## src/rtl/btn_press_tracker.sv

```systemverilog
// rtl/btn_press_tracker.sv - one-hot press qualification, pressed latch, release detection
module btn_press_tracker #(
    parameter int BTN_W = 4
) (
    input  logic             clk,
    input  logic             R,
    input  logic [BTN_W-1:0] btn,
    input  logic             capture,
    output logic             press_valid,
    output logic             press_bad,
    output logic             release_ok,
    output logic             release_bad,
    output logic [BTN_W-1:0] pressed
);
    logic [BTN_W-1:0] pressed_q;
    logic [BTN_W-1:0] pressed_d;

    always_comb begin
        pressed_d = pressed_q;
        if (capture) begin
            pressed_d = btn;
        end
    end

    always_ff @(posedge clk) begin
        if (!R) begin
            pressed_q <= '0;
        end else begin
            pressed_q <= pressed_d;
        end
    end

    // Any change away from the latched button other than a full release is a chord.
    assign press_valid = $onehot(btn);
    assign press_bad   = (btn != '0) && !$onehot(btn);
    assign release_ok  = (btn == '0);
    assign release_bad = (btn != '0) && (btn != pressed_q);
    assign pressed     = pressed_q;
endmodule

```

## config.mk

```make
export PLATFORM = sky130hd
export DESIGN_NAME = btn_press_tracker
export DESIGN_NICKNAME = d
export VERILOG_FILES = /design/src/rtl/btn_press_tracker.sv
export SDC_FILE = /design/constraint.sdc
export NUM_CORES = 1
export LEC_CHECK = 0
export CAP_MARGIN = 25
export CORE_AREA = 2 2 39 41
export CTS_BUF_LIST = sky130_fd_sc_hd__clkbuf_2 sky130_fd_sc_hd__clkbuf_4 sky130_fd_sc_hd__clkbuf_8
export DETAILED_ROUTE_END_ITERATION = 7
export DIE_AREA = 0 0 41 43
export SLEW_MARGIN = 20
export SYNTH_ARGS = -nofsm -noshare
export SYNTH_HDL_FRONTEND = slang
export SYNTH_SLANG_ARGS = --single-unit
```

## constraint.sdc

```tcl
create_clock -name clk -period 2 [get_ports clk]
set_clock_uncertainty 0.05 [all_clocks]
set_input_delay 0.4 -clock clk [delete_from_list [all_inputs] [get_ports clk]]
set_output_delay 0.4 -clock clk [all_outputs]
set_load 0.01 [all_outputs]
```

## After elaboration in Yosys (flattened, before gate mapping)

Cells that the tools add are included.

- Add/sub/neg operators: 3
- Equal/unequal tests: 2
- Reductions and logical operators: 5

Operators with widths:

| cell | number |
|---|---|
| adder 1 x 1 -> 2 bit | 2 |
| logical NOT 4 bit | 1 |
| != test 4 bit | 1 |
| nonzero test 4 bit | 1 |
| adder 2 x 2 -> 3 bit | 1 |
| equality test 3 x 1 -> 1 bit (second input constant) | 1 |
| logical AND 1 bit | 2 |
| logical NOT 1 bit | 1 |

- Register bits after elaboration: 4
- Input port bits: 7
- Output and inout bits: 8

## Logic depth before layout (Yosys ltp)

Gate-level depths: netlist of the first run.

- Depth in word-level cells: 5
- Depth in mapped cells: 7

## Least setup slack after synthesis of the first run

No wires, ideal clock.

- Kind: input to output
- From: input port btn[0]
- To: output port press_bad
- Arrival: 1.971 ns
- Setup slack: -0.421 ns
- Cell stages on the path: 7
- Path through: inv_1 fa_1 inv_1 ha_1 ha_1 nor3b_1 nor2_1

- Longest elaborated chain between the ends: 5

Ends and longest elaborated chain:

| what | line | RTL |
|---|---|---|
| start, declared | 7 | `input logic [BTN_W-1:0] btn,` |
| adder 1 x 1 -> 2 bit | - |  |
| adder 2 x 2 -> 3 bit | - |  |
| equality test 3 x 1 -> 1 bit | - |  |
| net press_valid | 9 | `output logic press_valid,` |
| logical NOT 1 bit | 35 | `assign press_bad = (btn != '0) && !$onehot(btn);` |
| logical AND 1 bit | 35 |  |
| end, declared | 10 | `output logic press_bad,` |

The timed path passes the listed nets, and every way through them passes these cells.

## Final worst setup path of the first run

- From: input port btn[0]
- To: output port press_bad

- Longest elaborated chain between the ends: 5

Ends and longest elaborated chain:

| what | line |
|---|---|
| adder 1 x 1 -> 2 bit (not written as such) | 35 |
| adder 2 x 2 -> 3 bit (not written as such) | 35 |
| equality test 3 x 1 -> 1 bit | 35 |
| logical NOT 1 bit | 35 |
| logical AND 1 bit * | 35 |

Every way passes the cells marked *; elsewhere a longest branch is shown, timed or not.

==> results of run 1 <==
[worst max-delay path, stage by stage]
cell	delay [ns]
buf_12	0.09
inv_12	0.03
fa_1	0.54
inv_2	0.05
ha_4	0.15
ha_4	0.21
nor3b_4	0.18
nor2_2	0.04
buf_2	0.13
[synthesized netlist by cell type]
cell type,count
nor3b_1,2
ha_1,3
mux2i_1,4
dfxtp_1,4
nor2_1,1
a41oi_1,1
xnor2_1,4
inv_1,5
clkbuf_2,1
fa_1,1
nor2b_1,4
[how the worst max path moves through the flow]
stage | start | end | slack (ns) | cells after the start
floorplan | btn[0] | press_bad | -0.12 | 7
global placement | btn[0] | press_valid | -1.20 | 9
detailed placement | btn[0] | press_valid | -1.20 | 9
CTS | btn[0] | press_bad | -0.38 | 10
global route | btn[0] | press_bad | -0.35 | 9
finish | btn[0] | press_bad | -0.28 | 9
[per-stage QoR]
step           setup slack [ns]  cells  power, mW  utilization, %  hold slack (ns)
2_1_floorplan            -0.116     30      0.151               -            0.478
3_3_place_gp              -1.20     65      0.210            38.3            0.502
3_5_place_dp              -1.20     65      0.211            38.3            0.506
4_1_cts                  -0.378     70      0.310            40.7            0.512
5_1_grt                  -0.354     69      0.327            41.3            0.540
6_report                 -0.281     69      0.307            41.3            0.499
[layout make-up]
class	instances	area [sq um]	share of cell area, %
tap	16	20.0	3.50
clock buffer	3	22.5	3.94
inverter	5	31.3	5.47
multi-input combinational	20	235	41.1
timing repair buffer	21	183	31.9
sequential	4	80.1	14.0
[cell families after synthesis]
group | count (synthesis) | synth area share [%]
xor+xnor | 4 | 12.1
buf+inv | 6 | 8.22
fa+ha+maj | 4 | 19.9
simple gates | 7 | 15.1
compound gates | 1 | 3.03
flops | 4 | 27.7
mux | 4 | 13.9
[repair_timing]
action / 4_1_cts / 5_1_grt
setup endpoints to repair: 4 / 4
setup buffers: 2 / 0
resized for setup: 27 / 6
cloned: 0 / 0
pin swaps: 4 / 3
[power breakdown]
group / switching [mW] / internal, mW / leakage, nW / total (mW)
Clock: 0.0316 / 0.0670 / 0.0138 / 0.0986
Combinational: 0.0484 / 0.0705 / 0.214 / 0.119
Sequential: 0.00389 / 0.0851 / 0.0330 / 0.0890
[per-layer routing]
metal | up-vias | track usage (%) | part of all wire, %
met5 | - | 0 | 0
met4 | 0 | 10.0 | 2.2
met3 | 2 | 2.09 | 8.3
met2 | 10 | 12.8 | 52
met1 | 119 | 6.75 | 37
li1 | 143 | - | -
==> impl_metrics.yaml, run 1 <==
power_and_ir_drop:
  cellPowerDensity_nw_per_um2: 536
  p_leak_nw: 0.260
  ir_worst_vdd_mv: 0.249
logic_synthesis:
  synth_nets: 41
  syn_inst: 30
  yosysTopAreaCell: "dfxtp_1"
  synth.top_cell.area_share_pct: 27.7
  ys_seq_area_share_pct: 27.7
  synth_cell_types: 11
  syn_area_sq_um: 289
  synth_seq_cells: 4
  yosysWarnings: 0
  synth_area_per_cell_sq_um: 9.63
  synthTopCellsByArea: "dfxtp_1 (28%), mux2i_1 (14%), ha_1 (13%), xnor2_1 (12%), nor2b_1 (8.7%)"
sta:
  setup_ws_ns: -0.281
  finalHoldViolations: 0
  setup-violations-final: 2
  tightest_slew_ns: 0.231
  setup_tns_ns: -0.551
  slew_violations: 0
  period_share_pct: 114
  slew_headroom_pct: 84.6
  fin_crit_ns: 2.28
  max_freq_ghz: 0.438
  rsz0062_at_grt: "yes"
clock_network:
  cts_hold_buffers: 0
  root_buffer: "clkbuf_4"
  cts_sinks: 4
  cts_tree: "built"
  clk_path_buf_depth: 2
  cts_made_buffers: 3
  cts.clk_slew.worst_paths_ns: 0.03
  worstSkewPairLatency_ns: 0.23
  htreeDepth: 1
finish:
  final_common_cell: "buf_4"
  diodes: 0
  most-common-layout-cells: "buf_4 (7), clkdlybuf4s50_1 (6)"
  final_area_sq_um: 572
  drive_above_1_share_pct: 45.3
  largest_register_ffs: 4
  area_growth_syn_to_layout_pct: 97.8
  n_fill_cell: 153
  fin_nets: 66
setup_path:
  worstPathRequired_ns: 1.55
  rr_worst_depth: 2
  worstReg2RegEnd: "pressed[3]$_SDFFE_PN0P_"
  crit_type: "input port to output pin"
  start_kind: "input port"
  worstSetupEndpointType: "output pin"
  reg2reg_from: "pressed[3]$_SDFFE_PN0P_"
  cp_data_arrival_time_ns: 1.83
  regToRegSetupSlack_ns: 1.33
  cp_max_fo: 2
hold_path:
  whs_endpoint: "pressed[1]$_SDFFE_PN0P_"
  whs_path_depth: 2
  min_from: "pressed[1]$_SDFFE_PN0P_"
  hold_class: "register to register"
global_route:
  grt_pass1_wl_microns: 897
  grt_pass1_vias: 260
  grt_overflow: 0
  grt_max_degree: 5
  antenna_found_initial: 0
  track_usage_pct: 8.13
status:
  status: "complete, but fails checks"
  violations: "negative setup slack"
placement:
  gp_congestion: 0.588
  placed_area_sq_um: 531
  portBuffers: 14
  dp_hpwl_microns: 509
floorplan:
  row_count: 14
  coreArea_sq_um: 1380
  fp.dieW_microns: 41
  start_util_pct: 20.9
  ioPinCount: 15
  dieArea_sq_um: 1760
  die_h_microns: 43
flow_run:
  max_cap_violations: 0
routing:
  ant_nets: 0
  drtIter0Drc: 0
  vias: 274
  drc: 0
  via_per_inst: 3.97
  first_pass_iters: 1
  routedWlPerCell_microns: 9.23
  drt_wl_total_microns: 637
(Power assumes the default switching activity.)
==> run 2: changes to the inputs <==
GPL_TIMING_DRIVEN = 0   (was default)
==> run 2 against run 1 <==
- the flow still finishes with violations (negative setup slack)
- clock power is essentially flat
- wire length shrank 3.3%
- non-clock buffer count shrank 5
- setup slack lost 0.0041 ns
- critical path depth is the same
- die area is the same
- combinational power shrank 6%
- clock-buffer cell count is the same
- worst hold slack lost 0.10 ns
- global-route usage grew 0.81 points
- sequential power is essentially flat
- maximum frequency shrank 0.18%
==> impl_metrics.yaml, run 2 (synthesized netlist as in run 1, its figures left out) <==
status:
  status: "complete, but fails checks"
  violations: "negative setup slack"
clock_network:
  clk_path_buf_depth: 2
  cts.clk_slew.worst_paths_ns: 0.03
  cts_tree: "built"
  worstSkewPairLatency_ns: 0.23
  cts_hold_buffers: 0
  cts_made_buffers: 3
  root_buffer: "clkbuf_4"
  htreeDepth: 1
  cts_sinks: 4
hold_path:
  hold_class: "input port to register"
  whs_path_depth: 3
  whs_endpoint: "pressed[1]$_SDFFE_PN0P_"
  min_from: "btn[1]"
setup_path:
  crit_type: "input port to output pin"
  slowest_stage: "fa_1"
  worstSetupEndpointType: "output pin"
  cp_max_fo: 3
  cp_data_arrival_time_ns: 1.83
  critical_path.max_stage_delay_ns: 0.54
  crit_chain: "buf_12, inv_12, fa_1, inv_2, ha_4, ha_4, nor3b_4, nor2_2, buf_2"
  reg2reg_from: "pressed[1]$_SDFFE_PN0P_"
  start_kind: "input port"
  worstPathRequired_ns: 1.55
  rr_worst_depth: 2
  regToRegSetupSlack_ns: 1.32
  cp_common_cell: "ha_4"
  worstReg2RegEnd: "pressed[1]$_SDFFE_PN0P_"
finish:
  drive_above_1_share_pct: 41.7
  multi_input_area_sq_um: 229
  n_fill_cell: 159
  diodes: 0
  instances_no_fill: 64
  final_common_cell: "clkdlybuf4s50_1"
  most-common-layout-cells: "clkdlybuf4s50_1 (5), xnor2_1 (4), mux2i_1 (4), nor2b_1 (4), dfxtp_1 (4)"
  regArea_sq_um: 80.1
  area_growth_syn_to_layout_pct: 86.1
  fin_nets: 61
  largest_register_ffs: 4
sta:
  finalHoldViolations: 0
  max_freq_ghz: 0.438
  setup_ws_ns: -0.285
  setup-violations-final: 2
  period_share_pct: 114
  tightest_slew_ns: 0.261
  fin_crit_ns: 2.28
  slew_headroom_pct: 82.6
  slew_violations: 0
  setup_tns_ns: -0.556
  rsz0062_at_grt: "yes"
power_and_ir_drop:
  total_power_mw: 0.299
  ir_worst_vdd_mv: 0.242
  p_leak_nw: 0.230
  cellPowerDensity_nw_per_um2: 556
routing:
  vias: 250
  ant_nets: 0
  first_pass_iters: 3
  drt_wl_total_microns: 616
  routedWlPerCell_microns: 9.63
  drc: 0
  via_per_inst: 3.91
  drtIter0Drc: 1
placement:
  gp_congestion: 0.631
  portBuffers: 13
  place_ws_ns: -1.29
  dp_cells: 59
  dp_hpwl_microns: 478
floorplan:
  dieArea_sq_um: 1760
  fp.dieW_microns: 41
  coreArea_sq_um: 1380
  start_util_pct: 20.9
  row_count: 14
  die_h_microns: 43
  ioPinCount: 15
flow_run:
  max_cap_violations: 0
global_route:
  grt_overflow: 0
  grt_pass1_vias: 260
  grt_max_degree: 5
  track_usage_pct: 8.94
  antenna_found_initial: 0
  grt_pass1_wl_microns: 986
==> run 2: repair_timing <==
action / CTS / global route
setup endpoints to repair: 4 / 2
buffers inserted: 2 / 0
pin swaps: 4 / 3
resized for setup: 38 / 0
==> run 2: stage by stage <==
step,utilization (%),cell area [sq um],hold WS (ns)
6_report,38.9,538,0.399
4_1_cts,38.9,538,0.396
2_1_floorplan,-,330,0.478
5_1_grt,38.9,538,0.465
3_5_place_dp,34.7,480,0.505
3_3_place_gp,34.7,480,0.502
==> run 2: cell type report <==
class	count	share of cell area, %
Inverter	5	6.28
Sequential cell	4	14.9
Multi-Input combinational cell	20	42.6
Tap cell	16	3.72
Timing Repair Buffer	15	27.4
Buffer	1	0.930
Clock buffer	3	4.19
==> run 2: worst max-delay path by stage <==
stage / startpoint / cells past startpoint / slack [ns] / to
after global placement: btn[0] / 8 / -1.29 / press_valid
after CTS: btn[3] / 9 / -0.31 / press_bad
after floorplan: btn[0] / 7 / -0.12 / press_bad
after detailed placement: btn[0] / 8 / -1.29 / press_valid
final: btn[0] / 9 / -0.28 / press_bad
after global routing: btn[0] / 9 / -0.33 / press_bad
==> run 2: routing by layer <==
metal	GRT usage, %	vias to the layer above	share of wire, %
met5	0	-	0
met4	10.0	0	2.4
met3	1.57	2	7.8
met2	13.8	11	51
met1	8.71	106	38
li1	-	131	-
==> run 2: power breakdown <==
group	switching (mW)	internal, mW	total [mW]
logic	0.0469	0.0648	0.112
clock network	0.0314	0.0670	0.0984
registers	0.00402	0.0851	0.0891
==> run 2: critical path, delay by kind of cell <==
family	cells	cell delay, ns
adders and majority gates	3	0.90
buffers and inverters	4	0.31
and+or+nand+nor	2	0.22
==> run 3: changes to the inputs <==
CELL_PAD_IN_SITES_DETAIL_PLACEMENT = 2   (was default)
CELL_PAD_IN_SITES_GLOBAL_PLACEMENT = 2   (was default)
CORE_AREA = default   (was 2 2 39 41)
CORE_UTILIZATION = 19   (was default)
DIE_AREA = default   (was 0 0 41 43)
PLACE_DENSITY_LB_ADDON = 0.1   (was default)
RECOVER_POWER = 25   (was default)
==> run 3 against run 2 <==
- the run still ends with negative setup slack left
- utilization shrank 0.51 points
- sequential share of layout area up 0.58 points
- setup slack got worse by 0.042 ns
- highest routed layer is now met3
- worst hold slack better by 0.0043 ns
- critical path depth did not move
- largest cell class unchanged
==> impl_metrics.yaml, run 3 (synthesized netlist as in run 1, its figures left out) <==
routing:
  drt_wl_total_microns: 759
  first_pass_iters: 2
  drtIter0Drc: 1
  vias: 264
  drc: 0
  via_per_inst: 4.19
  routedWlPerCell_microns: 12.0
  ant_nets: 0
status:
  status: "complete, but fails checks"
  violations: "negative setup slack"
setup_path:
  worstSetupEndpointType: "output pin"
  rr_worst_depth: 2
  crit_buf_inv: 4
  worstReg2RegEnd: "pressed[3]$_SDFFE_PN0P_"
  crit_chain: "buf_12, inv_12, fa_1, inv_1, ha_2, ha_4, nor3b_4, nor2_2, buf_2"
  slowest_stage: "fa_1"
  cp_data_arrival_time_ns: 1.88
  cp_top_family: "adder cells"
  regToRegSetupSlack_ns: 1.30
  cp_max_fo: 2
  crit_cells: 9
  crit_start: "btn[0]"
  worstPathRequired_ns: 1.55
  cp-endpoint: "press_bad"
  reg2reg_from: "pressed[3]$_SDFFE_PN0P_"
  start_kind: "input port"
  critical_path.max_stage_delay_ns: 0.53
  crit_type: "input port to output pin"
floorplan:
  ioPinCount: 15
  row_count: 13
  start_util_pct: 21.4
  dieArea_sq_um: 1680
  fp.dieW_microns: 41
  coreArea_sq_um: 1350
  die_h_microns: 41
global_route:
  antenna_found_initial: 0
  grt_overflow: 0
  grt_max_degree: 5
  track_usage_pct: 11.8
  grt_pass1_vias: 300
  grt_pass1_wl_microns: 1210
sta:
  setup-violations-final: 3
  slew_violations: 0
  max_freq_ghz: 0.430
  fin_crit_ns: 2.33
  setup_tns_ns: -0.700
  tightest_slew_ns: 0.269
  rsz0062_at_grt: "yes"
  period_share_pct: 116
  slew_headroom_pct: 82.0
  finalHoldViolations: 0
  setup_ws_ns: -0.327
power_and_ir_drop:
  cellPowerDensity_nw_per_um2: 568
  p_leak_nw: 0.222
  ir_worst_vdd_mv: 0.279
clock_network:
  worstSkewPairLatency_ns: 0.23
  cts_sinks: 4
  root_buffer: "clkbuf_4"
  clk_path_buf_depth: 2
  cts_tree: "built"
  htreeDepth: 1
  cts_made_buffers: 3
  cts.clk_slew.worst_paths_ns: 0.03
hold_path:
  hold_class: "input port to register"
  min_from: "btn[1]"
finish:
  fin_nets: 61
  instances_no_fill: 63
  largest_register_ffs: 4
  drive_above_1_share_pct: 39.6
  most-common-layout-cells: "clkdlybuf4s50_1 (5), xnor2_1 (4), mux2i_1 (4), nor2b_1 (4), dfxtp_1 (4)"
  area_growth_syn_to_layout_pct: 79.2
  diodes: 0
  final_common_cell: "clkdlybuf4s50_1"
placement:
  dp_cells: 58
  portBuffers: 13
  dp_hpwl_microns: 632
  gp_congestion: 0.653
flow_run:
  max_cap_violations: 0
==> run 3: what timing repair did <==
item | CTS | global route
setup endpoints to repair | 4 | 3
endpoints found under the hold margin | 0 | 0
pin swaps | 1 | 1
hold buffers | 0 | 0
setup buffers | 2 | 0
gates resized for setup | 31 | 1
==> run 3: worst min-delay path by stage <==
stage	endpoint	slack, ns	depth (start not counted)
2_1_floorplan	pressed[0]$_SDFFE_PN0P_	0.48	1
3_3_place_gp	pressed[2]$_SDFFE_PN0P_	0.50	2
3_5_place_dp	pressed[3]$_SDFFE_PN0P_	0.50	2
4_1_cts	pressed[1]$_SDFFE_PN0P_	0.40	3
5_1_grt	pressed[1]$_SDFFE_PN0P_	0.42	3
6_report	pressed[1]$_SDFFE_PN0P_	0.40	3
==> run 3: report_power, final <==
part | total, mW | leakage [nW] | switching [mW] | internal [mW]
clock | 0.0969 | 0.0138 | 0.0299 | 0.0669
combinational | 0.108 | 0.176 | 0.0466 | 0.0614
sequential | 0.0893 | 0.0330 | 0.00418 | 0.0851
==> run 3: tightest hold or removal path, cell delays in order <==
cell     delay [ns]
buf_6          0.08
mux2i_1        0.06
nor2b_1        0.10
==> run 3: cell type report <==
type                       count  area, sq um
sequential                     4         80.1
clock buffer                   3         22.5
buffer                         1         5.00
inverter                       5         31.3
tap                           15         18.8
timing repair buffer          15          141
multi-input combinational     20          219
fill                         160          832
==> run 3: routing by layer <==
| metal | GRT usage (%) | part of all wire (%) | vias up |
|---|---|---|---|
| li1 | - | - | 132 |
| met4 | 7.50 | 0 | 0 |
| met3 | 2.17 | 5.8 | 0 |
| met2 | 23.0 | 55 | 9 |
| met5 | 0 | 0 | - |
| met1 | 10.7 | 39 | 123 |
==> run 3: per-stage QoR <==
stage	instance area (sq um)	hold slack (ns)	worst slack, ns	utilization (%)	power, mW
floorplan	330	0.478	-0.116	-	0.151
global placement	479	0.501	-1.30	35.5	0.201
detailed placement	479	0.500	-1.34	35.5	0.206
CTS	518	0.401	-0.367	38.4	0.307
global route	518	0.416	-0.388	38.4	0.325
finish	518	0.403	-0.327	38.4	0.294
